File: config.mk
export PLATFORM = sky130hd
export DESIGN_NAME = rtc_lectura_captura_flat
export DESIGN_NICKNAME = d
export VERILOG_FILES = /design/src/rtl/rtc_lectura_captura_pkg.sv /design/src/rtl/rtc_lectura_captura_if.sv /design/src/rtl/rtc_lectura_captura_bcd_chk.sv /design/src/rtl/rtc_lectura_captura.sv /design/src/flat_wrapper.sv
export SDC_FILE = /design/constraint.sdc
export NUM_CORES = 1
export LEC_CHECK = 0
export BUFFER_PORTS_ARGS = -buffer_cell sky130_fd_sc_hd__buf_2
export CORE_MARGIN = 3
export CORE_UTILIZATION = 35
export DETAILED_ROUTE_END_ITERATION = 8
export SLEW_MARGIN = 0
export SYNTH_ARGS = -nofsm -noshare
export SYNTH_HDL_FRONTEND = slang
export SYNTH_SLANG_ARGS = --single-unit
File: constraint.sdc
create_clock -name Clk -period 2.25 [get_ports Clk]
set_input_delay 0.3375 -clock Clk [delete_from_list [all_inputs] [get_ports Clk]]
set_output_delay 0.3375 -clock Clk [all_outputs]
set_load 0.1 [all_outputs]
File: src/rtl/rtc_lectura_captura_pkg.sv
// Shared constants for the RTC read-capture block: FSM encoding, register
// indices within one read frame and the default last index.
package rtc_lectura_captura_pkg;

  localparam logic [1:0] ST_IDLE    = 2'd0;
  localparam logic [1:0] ST_ARMED   = 2'd1;
  localparam logic [1:0] ST_CAPTURE = 2'd2;
  localparam logic [1:0] ST_COMMIT  = 2'd3;

  localparam int IDX_SEG    = 0;
  localparam int IDX_MIN    = 1;
  localparam int IDX_HORA   = 2;
  localparam int IDX_DIA    = 3;
  localparam int IDX_MES    = 4;
  localparam int IDX_ANIO   = 5;
  localparam int IDX_DIASEM = 6;

  localparam int NUM_IDX      = 7;
  localparam int DEF_LAST_IDX = 6;

endpackage

File: src/rtl/rtc_lectura_captura_if.sv
// Bus bundle between the RTC timing controller and the capture block:
// strobes, address index and read data in, committed time registers out.
interface rtc_lectura_captura_if #(
  parameter int DATA_W = 8
) ();

  logic              CSL;
  logic              RDL;
  logic              ADL;
  logic [3:0]        rd_flags;
  logic [DATA_W-1:0] Dato_In;

  logic [DATA_W-1:0] Seg;
  logic [DATA_W-1:0] Min;
  logic [DATA_W-1:0] Hora;
  logic [DATA_W-1:0] Dia;
  logic [DATA_W-1:0] Mes;
  logic [DATA_W-1:0] Anio;
  logic [DATA_W-1:0] DiaSem;
  logic              Frame_Done;
  logic              Frame_Abort;
  logic              BCD_Err;

  modport master (
    output CSL, RDL, ADL, rd_flags, Dato_In,
    input  Seg, Min, Hora, Dia, Mes, Anio, DiaSem,
    input  Frame_Done, Frame_Abort, BCD_Err
  );

  modport slave (
    input  CSL, RDL, ADL, rd_flags, Dato_In,
    output Seg, Min, Hora, Dia, Mes, Anio, DiaSem,
    output Frame_Done, Frame_Abort, BCD_Err
  );

endinterface

File: src/rtl/rtc_lectura_captura_bcd_chk.sv
// Combinational BCD validity check of one byte: flags any nibble above 9.
module bcd_chk #(
  parameter int DATA_W = 8
) (
  input  logic [DATA_W-1:0] i_byte,
  output logic              o_err
);

  // OR of per-nibble range violations
  always_comb begin
    o_err = 1'b0;
    for (int i = 0; i < DATA_W / 4; i++) begin
      o_err = o_err | (i_byte[i*4 +: 4] > 4'd9);
    end
  end

endmodule

File: src/rtl/rtc_lectura_captura.sv
// Captures one RTC read frame into shadow registers and commits it atomically.
// Optional BCD validation of the committed frame is enabled by RTC_BCD_CHECK_EN.
module rtc_lectura_captura
  import rtc_lectura_captura_pkg::*;
#(
  parameter int DATA_W   = 8,
  parameter int LAST_IDX = DEF_LAST_IDX
) (
  input  logic                  Clk,
  input  logic                  Reset,
  rtc_lectura_captura_if.slave  bus
);

  localparam logic [3:0]        C_LAST = 4'(LAST_IDX);
  localparam logic [LAST_IDX:0] C_FULL = '1;

  logic                r_rdl;
  logic [DATA_W-1:0]   r_dato_lat;
  logic [DATA_W-1:0]   r_shadow [0:NUM_IDX-1];
  logic [DATA_W-1:0]   r_out    [0:NUM_IDX-1];
  logic [LAST_IDX:0]   r_mask;
  logic [3:0]          r_prev_idx;
  logic [1:0]          r_state;
  logic                r_done;
  logic                r_abort;

  logic                w_capture;
  logic                w_valid;
  logic                w_is_last;
  logic                w_full;
  logic                w_abort_cap;
  logic                w_commit;
  logic                w_bcd_bad;
  logic [2:0]          w_idx;
  logic [LAST_IDX:0]   w_onehot;
  logic [LAST_IDX:0]   w_new_mask;
  logic [1:0]          w_state_nxt;

  // A capture is the rising edge of RDL while the chip is selected
  assign w_capture   = !r_rdl && bus.RDL && !bus.CSL;
  assign w_valid     = w_capture && (bus.rd_flags <= C_LAST) && (r_state != ST_COMMIT);
  assign w_idx       = bus.rd_flags[2:0];
  assign w_is_last   = (bus.rd_flags == C_LAST);
  assign w_full      = (w_new_mask == C_FULL);
  assign w_abort_cap = w_valid && w_is_last && !w_full;
  assign w_commit    = (r_state == ST_COMMIT) && !w_bcd_bad;

  always_comb begin
    for (int i = 0; i <= LAST_IDX; i++) begin
      w_onehot[i] = (bus.rd_flags == 4'(i));
    end
  end

  // An index lower than the previous one starts a fresh frame
  always_comb begin
    if (bus.rd_flags < r_prev_idx) begin
      w_new_mask = w_onehot;
    end else begin
      w_new_mask = r_mask | w_onehot;
    end
  end

  always_comb begin
    w_state_nxt = r_state;
    case (r_state)
      ST_IDLE, ST_ARMED, ST_CAPTURE: begin
        if (w_valid) begin
          if (w_is_last) begin
            w_state_nxt = w_full ? ST_COMMIT : ST_ARMED;
          end else begin
            w_state_nxt = ST_CAPTURE;
          end
        end else if (r_state == ST_IDLE && !bus.CSL) begin
          w_state_nxt = ST_ARMED;
        end else begin
          w_state_nxt = r_state;
        end
      end
      ST_COMMIT: w_state_nxt = ST_IDLE;
      default:   w_state_nxt = ST_IDLE;
    endcase
  end

  always_ff @(posedge Clk or negedge Reset) begin
    if (!Reset) begin
      r_rdl      <= 1'b1;
      r_dato_lat <= '0;
      r_mask     <= '0;
      r_prev_idx <= 4'd0;
      r_state    <= ST_IDLE;
      r_done     <= 1'b0;
      r_abort    <= 1'b0;
    end else begin
      r_rdl   <= bus.RDL;
      r_state <= w_state_nxt;
      if (!bus.CSL && !bus.RDL && bus.ADL) begin
        r_dato_lat <= bus.Dato_In;
      end
      if (w_valid) begin
        r_prev_idx <= bus.rd_flags;
      end
      if (r_state == ST_COMMIT) begin
        r_mask <= '0;
      end else if (w_valid) begin
        r_mask <= w_abort_cap ? '0 : w_new_mask;
      end
      r_done  <= w_commit;
      r_abort <= w_abort_cap || ((r_state == ST_COMMIT) && w_bcd_bad);
    end
  end

  always_ff @(posedge Clk or negedge Reset) begin
    if (!Reset) begin
      for (int i = 0; i < NUM_IDX; i++) begin
        r_shadow[i] <= '0;
        r_out[i]    <= '0;
      end
    end else begin
      if (w_valid) begin
        r_shadow[w_idx] <= r_dato_lat;
      end
      if (w_commit) begin
        for (int i = 0; i < NUM_IDX; i++) begin
          r_out[i] <= r_shadow[i];
        end
      end
    end
  end

`ifdef RTC_BCD_CHECK_EN
  logic [NUM_IDX-1:0] w_nib_err;
  logic               r_bcd_err;

  for (genvar g = 0; g < NUM_IDX; g++) begin : g_bcd
    bcd_chk #(.DATA_W(DATA_W)) u_bcd_chk (
      .i_byte (r_shadow[g]),
      .o_err  (w_nib_err[g])
    );
  end

  assign w_bcd_bad = |w_nib_err;

  // Sticky until reset
  always_ff @(posedge Clk or negedge Reset) begin
    if (!Reset) begin
      r_bcd_err <= 1'b0;
    end else if ((r_state == ST_COMMIT) && w_bcd_bad) begin
      r_bcd_err <= 1'b1;
    end
  end

  assign bus.BCD_Err = r_bcd_err;
`else
  assign w_bcd_bad   = 1'b0;
  assign bus.BCD_Err = 1'b0;
`endif

  assign bus.Seg         = r_out[IDX_SEG];
  assign bus.Min         = r_out[IDX_MIN];
  assign bus.Hora        = r_out[IDX_HORA];
  assign bus.Dia         = r_out[IDX_DIA];
  assign bus.Mes         = r_out[IDX_MES];
  assign bus.Anio        = r_out[IDX_ANIO];
  assign bus.DiaSem      = r_out[IDX_DIASEM];
  assign bus.Frame_Done  = r_done;
  assign bus.Frame_Abort = r_abort;

endmodule

File: src/flat_wrapper.sv
// flat-port wrapper written by rule: the top's interface ports become plain ports
module rtc_lectura_captura_flat import rtc_lectura_captura_pkg::*;
#(
  parameter int DATA_W   = 8,
  parameter int LAST_IDX = DEF_LAST_IDX
)
  (Clk, Reset, bus_CSL, bus_RDL, bus_ADL, bus_rd_flags, bus_Dato_In, bus_Seg, bus_Min, bus_Hora, bus_Dia, bus_Mes, bus_Anio, bus_DiaSem, bus_Frame_Done, bus_Frame_Abort, bus_BCD_Err);
  rtc_lectura_captura_if #(.DATA_W(DATA_W)) bus_i ();
  input  logic Clk;
  input  logic Reset;
  input wire logic [$bits(bus_i.CSL)-1:0] bus_CSL;
  input wire logic [$bits(bus_i.RDL)-1:0] bus_RDL;
  input wire logic [$bits(bus_i.ADL)-1:0] bus_ADL;
  input wire logic [$bits(bus_i.rd_flags)-1:0] bus_rd_flags;
  input wire logic [$bits(bus_i.Dato_In)-1:0] bus_Dato_In;
  output wire logic [$bits(bus_i.Seg)-1:0] bus_Seg;
  output wire logic [$bits(bus_i.Min)-1:0] bus_Min;
  output wire logic [$bits(bus_i.Hora)-1:0] bus_Hora;
  output wire logic [$bits(bus_i.Dia)-1:0] bus_Dia;
  output wire logic [$bits(bus_i.Mes)-1:0] bus_Mes;
  output wire logic [$bits(bus_i.Anio)-1:0] bus_Anio;
  output wire logic [$bits(bus_i.DiaSem)-1:0] bus_DiaSem;
  output wire logic [$bits(bus_i.Frame_Done)-1:0] bus_Frame_Done;
  output wire logic [$bits(bus_i.Frame_Abort)-1:0] bus_Frame_Abort;
  output wire logic [$bits(bus_i.BCD_Err)-1:0] bus_BCD_Err;
  assign bus_i.CSL = bus_CSL;
  assign bus_i.RDL = bus_RDL;
  assign bus_i.ADL = bus_ADL;
  assign bus_i.rd_flags = bus_rd_flags;
  assign bus_i.Dato_In = bus_Dato_In;
  assign bus_Seg = bus_i.Seg;
  assign bus_Min = bus_i.Min;
  assign bus_Hora = bus_i.Hora;
  assign bus_Dia = bus_i.Dia;
  assign bus_Mes = bus_i.Mes;
  assign bus_Anio = bus_i.Anio;
  assign bus_DiaSem = bus_i.DiaSem;
  assign bus_Frame_Done = bus_i.Frame_Done;
  assign bus_Frame_Abort = bus_i.Frame_Abort;
  assign bus_BCD_Err = bus_i.BCD_Err;
  rtc_lectura_captura #(.DATA_W(DATA_W), .LAST_IDX(LAST_IDX)) u_core (.Clk(Clk), .Reset(Reset), .bus(bus_i));
endmodule
==> Yosys cells after proc, flatten, opt, wreduce, memory -nomap -nowiden <==
Index checks and enable logic that the tools add are counted.
{ "classes": {"reduce_logical": 18, "n_bitwise": 2, "eq_ne": 12, "magnitude_cmp": 4, "muxes": 12} }
{ "ops": {"columns": ["operator", "count"], "rows": [
  ["bitwise mux 56 bit", 1],
  ["two-way mux 7 bit", 4],
  ["demux 8 bit (select 3 bit)", 1],
  ["equality test 4 x 3 -> 1 bit, second input constant", 3],
  ["logical AND 1 bit", 10],
  ["equality test 4 x 2 -> 1 bit, second input constant", 2],
  ["two-way mux 2 bit", 4],
  ["two-way mux 8 bit", 1],
  ["equality test 7 bit, second input constant", 1],
  ["OR 7 bit", 1],
  ["equality test 2 bit, second input constant", 2],
  ["equality test 4 x 1 -> 1 bit, second input constant", 1],
  ["greater-or-equal comparator 4 bit, second input constant", 1],
  ["<= comparator 4 x 3 -> 1 bit, second input constant", 1],
  ["zero test 1 bit", 4],
  ["zero test 4 bit", 1],
  ["less-than comparator 4 x 1 -> 1 bit, second input constant", 1],
  ["less-than comparator 4 bit", 1],
  ["NOT 3 -> 4 bit", 1],
  ["one-hot mux 2 bit (2 select lines)", 1],
  ["inequality test 3 x 1 -> 1 bit, second input constant", 1],
  ["OR reduction 3 bit", 1],
  ["equality test 2 x 1 -> 1 bit, second input constant", 1],
  ["zero test 2 bit", 1],
  ["other kinds (2)", 2]
]} }
{ "totals": {"elab_cells": 69, "reg_bits": 136, "out_inout_bits": 59} }

==> Logic depth before layout (Yosys ltp) <==
Gate-level depths: netlist of the first run.
{ "logic_depth": {"word_depth": 10, "mapped_depth": 7, "depth_no_buf": 7} }

==> Least setup slack after synthesis of the first run <==
No wires, ideal clock.
{ "synth_timing": {"path_type": "flip-flop to flip-flop", "start": "register u_core.r_prev_idx[1]", "end": "register u_core.r_mask[6]", "arrival_ns": 1.721, "setup_ns": 0.147, "path_stages_with_launch": 7, "required_ns": 2.103, "slack_ns": 0.382, "path_cell_list": "dfrtp_1 > inv_1 > ha_1 > a2111oi_0 > nor2_1 > a221oi_2 > o32ai_1"} }
{ "synth_between": {"elab_chain_len": 8} }
{ "synth_rtl": {"columns": ["item", "line", "rtl"], "rows": [
  ["start: declaration", "rtc_lectura_captura.sv:22", "logic [3:0] r_prev_idx;"],
  ["start signal: assignment", "rtc_lectura_captura.sv:100", "r_prev_idx <= bus.rd_flags;"],
  ["less-than comparator 4 bit (*)", "rtc_lectura_captura.sv:56", "if (bus.rd_flags < r_prev_idx) begin"],
  ["two-way mux 7 bit (*)", "rtc_lectura_captura.sv:56", null],
  ["equality test 7 bit", "rtc_lectura_captura.sv:44", "assign w_full = (w_new_mask == C_FULL);"],
  ["zero test 1 bit", "rtc_lectura_captura.sv:45", "assign w_abort_cap = w_valid && w_is_last && !w_full;"],
  ["logical AND 1 bit", "rtc_lectura_captura.sv:45", null],
  ["two-way mux 7 bit (*)", "rtc_lectura_captura.sv:105", "r_mask <= w_abort_cap ? '0 : w_new_mask;"],
  ["two-way mux 7 bit (*)", "rtc_lectura_captura.sv:104", "end else if (w_valid) begin"],
  ["two-way mux 7 bit (*)", "rtc_lectura_captura.sv:102", "if (r_state == ST_COMMIT) begin"],
  ["end signal: assignment", "rtc_lectura_captura.sv:105", null],
  ["end: declaration", "rtc_lectura_captura.sv:21", "logic [LAST_IDX:0] r_mask;"]
]} }
Mark *: on every way between the ends. The rest lies on a longest branch, timed or not. The select of a mux whose other input is x is not followed.
A chain may end at the register's enable or synchronous reset.

==> Worst setup path in the final report of the first run <==
{ "layout_timing": {"start": "register u_core.r_prev_idx[1]", "end": "register u_core.r_mask[5]"} }
The elaborated chain is that of the path after synthesis.

==> results of run 1 <==
critical path: stages (launching register included):
cell and delay [ns]:
dfrtp_1 0.36, inv_1 0.08, ha_1 0.22, a2111oi_0 0.63, nor2_1 0.15, a221oi_2 0.29, buf_4 0.18, o21ai_0 0.10
placed cells by master, fill, tap and decap left out, drive strengths merged, types with 4 or more instances in the layout:
cell | synthesis | layout
nor2 | 6 | 6
nand2 | 8 | 8
nand2b | 8 | 8
a21oi | 4 | 4
mux2 | 123 | 123
dfrtp | 135 | 135
ha | 5 | 5
clkbuf | 8 | 24
buf | 5 | 91
inv | 7 | 7
o21ai | 5 | 5
area by class of cell:
| cell class | instances | area [sq um] |
|---|---|---|
| Fill cell | 1331 | 8137 |
| Clock inverter | 7 | 71.32 |
| Tap cell | 184 | 230.2 |
| Timing Repair Buffer | 92 | 564.3 |
| Inverter | 7 | 26.28 |
| Multi-Input combinational cell | 191 | 1904 |
| Clock buffer | 24 | 471.7 |
| Sequential cell | 136 | 3405 |
sequential cells by signal (all words and copies together), names as in the netlist:
register                cells
u_core.r_prev_idx           4
u_core.bus.Anio             8
u_core.bus.Frame_Abort      1
u_core.r_state              2
u_core.bus.Mes              8
u_core.r_mask               7
u_core.bus.Dia              8
u_core.bus.Hora             8
u_core.r_dato_lat           8
u_core.bus.Seg              8
u_core.r_rdl                1
u_core.bus.Min              8
u_core.r_shadow            56
u_core.bus.DiaSem           8
u_core.bus.Frame_Done       1
stage by stage:
| step | instance area [sq um] | setup slack (ns) | instances | utilization |
|---|---|---|---|---|
| 2_1_floorplan | 5396 | 0.3823 | 347 | - |
| 3_3_place_gp | 6120 | 0.1112 | 609 | 0.4132 |
| 3_5_place_dp | 6120 | 0.05228 | 609 | 0.4132 |
| 4_1_cts | 6673 | 0.1213 | 641 | 0.4506 |
| 5_1_grt | 6673 | 0.02891 | 641 | 0.4506 |
| 6_report | 6673 | 0.1141 | 641 | 0.4506 |
worst paths after layout:
kind	startpoint	endpoint	depth (start not counted)
setup reg to reg	u_core.r_prev_idx[1]	u_core.r_mask[5]	7
min in group asynchronous	Reset	u_core.bus.Min[2]	2
hold / removal	bus_RDL	u_core.r_rdl	1
max in group asynchronous	Reset	u_core.r_shadow[29]	3
setup / recovery	u_core.r_prev_idx[1]	u_core.r_mask[5]	7
hold reg to reg	u_core.bus.Seg[1]	u_core.bus.Seg[1]	1
metal layers:
metal | vias up | share of wire | track usage
li1 | 1432 | - | -
met1 | 1627 | 0.47 | 0.1963
met2 | 66 | 0.47 | 0.2230
met3 | 8 | 0.049 | 0.04994
met4 | 0 | 0.0090 | 0.04768
met5 | - | 0 | 0
logic make-up after synthesis:
group | Yosys count
compound gates | 21
fa+ha+maj | 5
buf+inv | 20
flops | 136
mux | 123
other cells | 1
simple gates | 41
==> reports/metrics.csv, run 1 <==
stage;metric;value;unit
critical_path;start_kind;flip-flop;
die;die_h;130.2;um
logic_synthesis;synthArstFlopShare;1.000;
hold_path;hold_path_class;input port to flip-flop;
finish;area_growth;23.65;%
grt;grt_pass1_wl;18320;um
grt;grtUsageTotal;0.1460;
clocking;clock-sinks;136;
clocking;post_cts_buffers;0;
placed_design;port_buffers;74;
route;viasPerCell;4.888;
timing;slew_headroom;0.4485;
timing;drv_slew;0;
die;rows;44;
logic_synthesis;syn-cell-area;0.005396;sq mm
timing;hold_viol;0;
die;die_x;130.2;um
logic_synthesis;yosys.area_share.simple;0.05634;
route;drcViolationCount;0;
clocking;cts_buffers;17;
grt;antenna_found_initial;0;
logic_synthesis;synth_nets;369;
logic_synthesis;synth_top_family_by_area;multiplexers;
timing;fin_crit_sh;0.9493;
clocking;clkLatencyLatePin;0.41;ns
logic_synthesis;synth-seq-area-share;0.6309;
finish;layout-drive-gt1-share;0.5492;
timing;fmax;468.2;MHz
run_status;status;complete, no violations;
logic_synthesis;synthMuxAreaShare;0.2567;
clocking;cts_resized;0;
critical_path;cp.required;2.53;ns
logic_synthesis;synth_xor_area_frac;0;
route;wl;11550;um
clocking;cts_hold_buf;1;
die;core;0.01481;sq mm
placed_design;hpwlAfterDp;7534;um
logic_synthesis;synthTopCellsByArea;dfrtp_1 63%, mux2_2 26%, ha_1 1.2%;
critical_path;rrSetupSlack;0.11;ns
logic_synthesis;synth_compound_area_frac;0.02713;
timing;setup_tns;0;ns
logic_synthesis;ys_seq_elements;136;
logic_synthesis;synth_fa_ha_area_frac;0.01159;
grt;grt-ovfl-total;0;
die;die-area;0.01694;sq mm
timing;rsz0062_at_grt;no;
timing;skew;0.005830;ns
timing;whs;0.06609;ns
logic_synthesis;syn_area_per_cell;15.55;sq um
clocking;cts_max_level;4;
route;wl_per_cell;18.02;um
logic_synthesis;synth_area_leader_cell;dfrtp_1;
logic_synthesis;yosys.cell_count.top_type;dfrtp_1;
flow_run;drv_cap;0;
grt;grt_max_degree;66;
finish;nets;467;
critical_path;critical_path_class;flip-flop to flip-flop;
clocking;cts_tree;done;
logic_synthesis;synth-main-ff-cell;dfrtp_1;
clocking;path_clk_slew;0.05;ns
clocking;clock_path_buffers;2;
critical_path;crit_path_max_fanout;7;
die;start_util;0.3644;
critical_path;endpoint_kind;flip-flop;
route;dr.first_iter.drc_count;159;
clocking;cts.root.buffer_cell;clkbuf_16;
logic_synthesis;synth-edff-count;0;
logic_synthesis;yosysTopAreaCellShare;0.6260;
route;vias;3133;
route;ant_nets;0;
timing;timing.final.crit_period;2.136;ns
critical_path;cp.arrival;2.42;ns
logic_synthesis;ys_top_cells_by_count;135 x dfrtp_1, 123 x mux2_2, 8 x clkbuf_1, 8 x nand2b_1;
die;ioPinCount;76;
timing;final-setup-viol-count;0;
logic_synthesis;synth.yosys.warnings;0;
grt;grt_pass1_vias;3338;
route;dr.pass1.iters;4;
finish;antennaDiodeCount;0;
logic_synthesis;yosys.cell_types.count;39;
logic_synthesis;syn_inst;347;
timing;worst_pin_slew;0.8273;ns
placed_design;place_congestion;0.7922;
Power of run 1 is not shown: default switching activity piles up to over one toggle a cycle in this logic, so the estimate is an artifact.
==> run 2: changes to the inputs <==
Settings changed: PLACE_DENSITY_LB_ADDON set to 0.15.
==> run 2 against run 1 <==
Net effect: sequential share of layout area fell by 0.70 points; register-to-register slack improved by 0.19 ns; sequential cell count unchanged; global-route usage up 0.18 points; via count is 1.1% lower; count of clock-buffer cells in the layout down 4; design area is 1.4% higher; maximum frequency grew 9.8%; non-clock buffer count grew 1; core utilization rose by 0.63 points.
==> reports/metrics.csv, run 2 (synthesis results as in run 1) <==
stage;metric;value;unit;change
run_status;status;complete, no violations;;unchanged
clocking;cts_resized;0;;unchanged
finish;area_growth;25.37;%;was 23.65%
clocking;cts.root.buffer_cell;clkbuf_16;;unchanged
finish;nets;468;;was 467
timing;setup_tns;0;ns;unchanged
critical_path;crit_path_max_fanout;9;;was 7
grt;grtUsageTotal;0.1478;;was 0.1460
clocking;clock-sinks;136;;unchanged
die;die_x;130.2;um;unchanged
finish;layout-drive-gt1-share;0.5621;;was 0.5492
finish;final.fill_count;1339;;was 1331
clocking;clock_path_buffers;2;;unchanged
route;wl_per_cell;17.87;um;was 18.02 um
critical_path;crit_path_cell_trace;ha_2 -> and2b_1 -> nand2_8 -> nor3b_4 -> buf_12 -> mux2_2;;was inv_1 -> ha_1 -> a2111oi_0 -> nor2_1 -> a221oi_2 -> buf_4 -> o21ai_0
timing;rsz0062_at_grt;no;;unchanged
clocking;cts_max_level;4;;unchanged
die;ioPinCount;76;;unchanged
critical_path;r2r-start;u_core.r_state[0];;was u_core.r_prev_idx[1]
route;wl;11490;um;was 11550 um
finish;largest_register_ffs;56;;unchanged
timing;drv_slew;0;;unchanged
finish;antennaDiodeCount;0;;unchanged
grt;grt-ovfl-total;0;;unchanged
timing;fmax;514.2;MHz;was 468.2 MHz
placed_design;place_congestion;0.7618;;was 0.7922
die;start_util;0.3644;;unchanged
clocking;cts_tree;done;;unchanged
clocking;path_clk_slew;0.06;ns;was 0.05 ns
die;rows;44;;unchanged
critical_path;critical_path_class;flip-flop to flip-flop;;unchanged
critical_path;start_kind;flip-flop;;unchanged
clocking;cts_buffers;17;;unchanged
grt;antenna_found_initial;0;;unchanged
timing;skew;0.007070;ns;was 0.005830 ns
grt;grt_max_degree;66;;unchanged
hold_path;hold_path_class;input port to flip-flop;;unchanged
critical_path;crit_slowest_cell;dfrtp_1;;was a2111oi_0
timing;hold_viol;0;;unchanged
critical_path;timing.rr.end;u_core.r_shadow[17];;was u_core.r_mask[5]
critical_path;crit_path_end;u_core.r_shadow[17];;was u_core.r_mask[5]
finish;final_common_cell;dfrtp_1;;unchanged
critical_path;endpoint_kind;flip-flop;;unchanged
placed_design;port_buffers;74;;unchanged
finish;layout.cells.most_common_list;135 x dfrtp_1, 123 x mux2_2, 73 x buf_2, 17 x clkbuf_16, 13 x buf_4;;unchanged
timing;final-setup-viol-count;0;;unchanged
critical_path;cp.arrival;2.24;ns;was 2.42 ns
critical_path;rrSetupSlack;0.31;ns;was 0.11 ns
route;dr.pass1.iters;4;;unchanged
route;vias;3097;;was 3133
grt;grt_pass1_vias;3361;;was 3338
grt;grt_pass1_wl;18570;um;was 18320 um
critical_path;slowest_delay;0.40;ns;was 0.63 ns
timing;fin_crit_sh;0.8643;;was 0.9493
route;ant_nets;0;;unchanged
route;viasPerCell;4.816;;was 4.888
timing;timing.final.crit_period;1.945;ns;was 2.136 ns
timing;worst_pin_slew;0.8283;ns;was 0.8273 ns
critical_path;cp.required;2.54;ns;was 2.53 ns
route;dr.first_iter.drc_count;174;;was 159
clocking;clkLatencyLatePin;0.41;ns;about the same
critical_path;r2r_cells;6;;was 7
route;drcViolationCount;0;;unchanged
finish;multi_input_area;0.001904;sq mm;unchanged
timing;slew_headroom;0.4478;;was 0.4485
die;die-area;0.01694;sq mm;unchanged
critical_path;crit_start;u_core.r_state[0];;was u_core.r_prev_idx[1]
finish;regMostFlops;u_core.r_shadow;;unchanged
finish;seqCellArea;0.003405;sq mm;unchanged
die;die_h;130.2;um;unchanged
flow_run;drv_cap;0;;unchanged
die;core;0.01481;sq mm;unchanged
placed_design;hpwlAfterDp;7542;um;was 7534 um
[run 2: critical path: cells and delay by family (launching register included)]
kind | cells | cell delay (ns)
fa+ha+maj | 1 | 0.19
buf+inv | 1 | 0.16
flops | 1 | 0.40
mux | 1 | 0.33
simple gates | 3 | 0.75
[run 2: layout make-up]
type                    instances  share of cell area
flip-flops and latches        136              0.5032
multi-input cells             191              0.2815
repair buffers                 93             0.08637
clock buffers                  20             0.06898
well taps                     184             0.03403
clock inverters                12             0.02201
inverters                       7            0.003884
[run 2: stage by stage]
step                utilization  setup slack, ns  instances  cell area (sq um)  hold slack (ns)
finish                   0.4568           0.3053        643               6765          0.05021
global route             0.4568           0.1004        643               6765          0.03443
global placement         0.4146           0.1524        610               6140           0.3104
CTS                      0.4568           0.2907        643               6765          0.03554
detailed placement       0.4146           0.1101        610               6140           0.3189
floorplan                     -           0.3823        347               5396          0.04191
[run 2: how the worst min path moves through the flow]
stage	startpoint	endpoint	slack, ns	depth (start not counted)
detailed placement	Reset	u_core.bus.Min[1]	0.32	1
global placement	Reset	u_core.bus.Min[0]	0.31	1
global route	bus_RDL	u_core.r_rdl	0.03	1
CTS	bus_RDL	u_core.r_rdl	0.04	1
finish	bus_RDL	u_core.r_rdl	0.05	1
floorplan	Reset	u_core.bus.Anio[0]	0.04	0
[run 2: per-layer routing]
layer	wire length, um	GRT usage	vias to the layer above
met3	436	0.03889	14
met1	5575	0.2060	1585
met5	0	0	-
li1	-	-	1442
met2	5345	0.2215	56
met4	134	0.05685	0
[run 2: timing repair]
action	in CTS	in global routing
setup buffers	0	0
hold buffers	1	0
hold endpoints to repair	44	0
Power of run 2 is left out for the same reason.
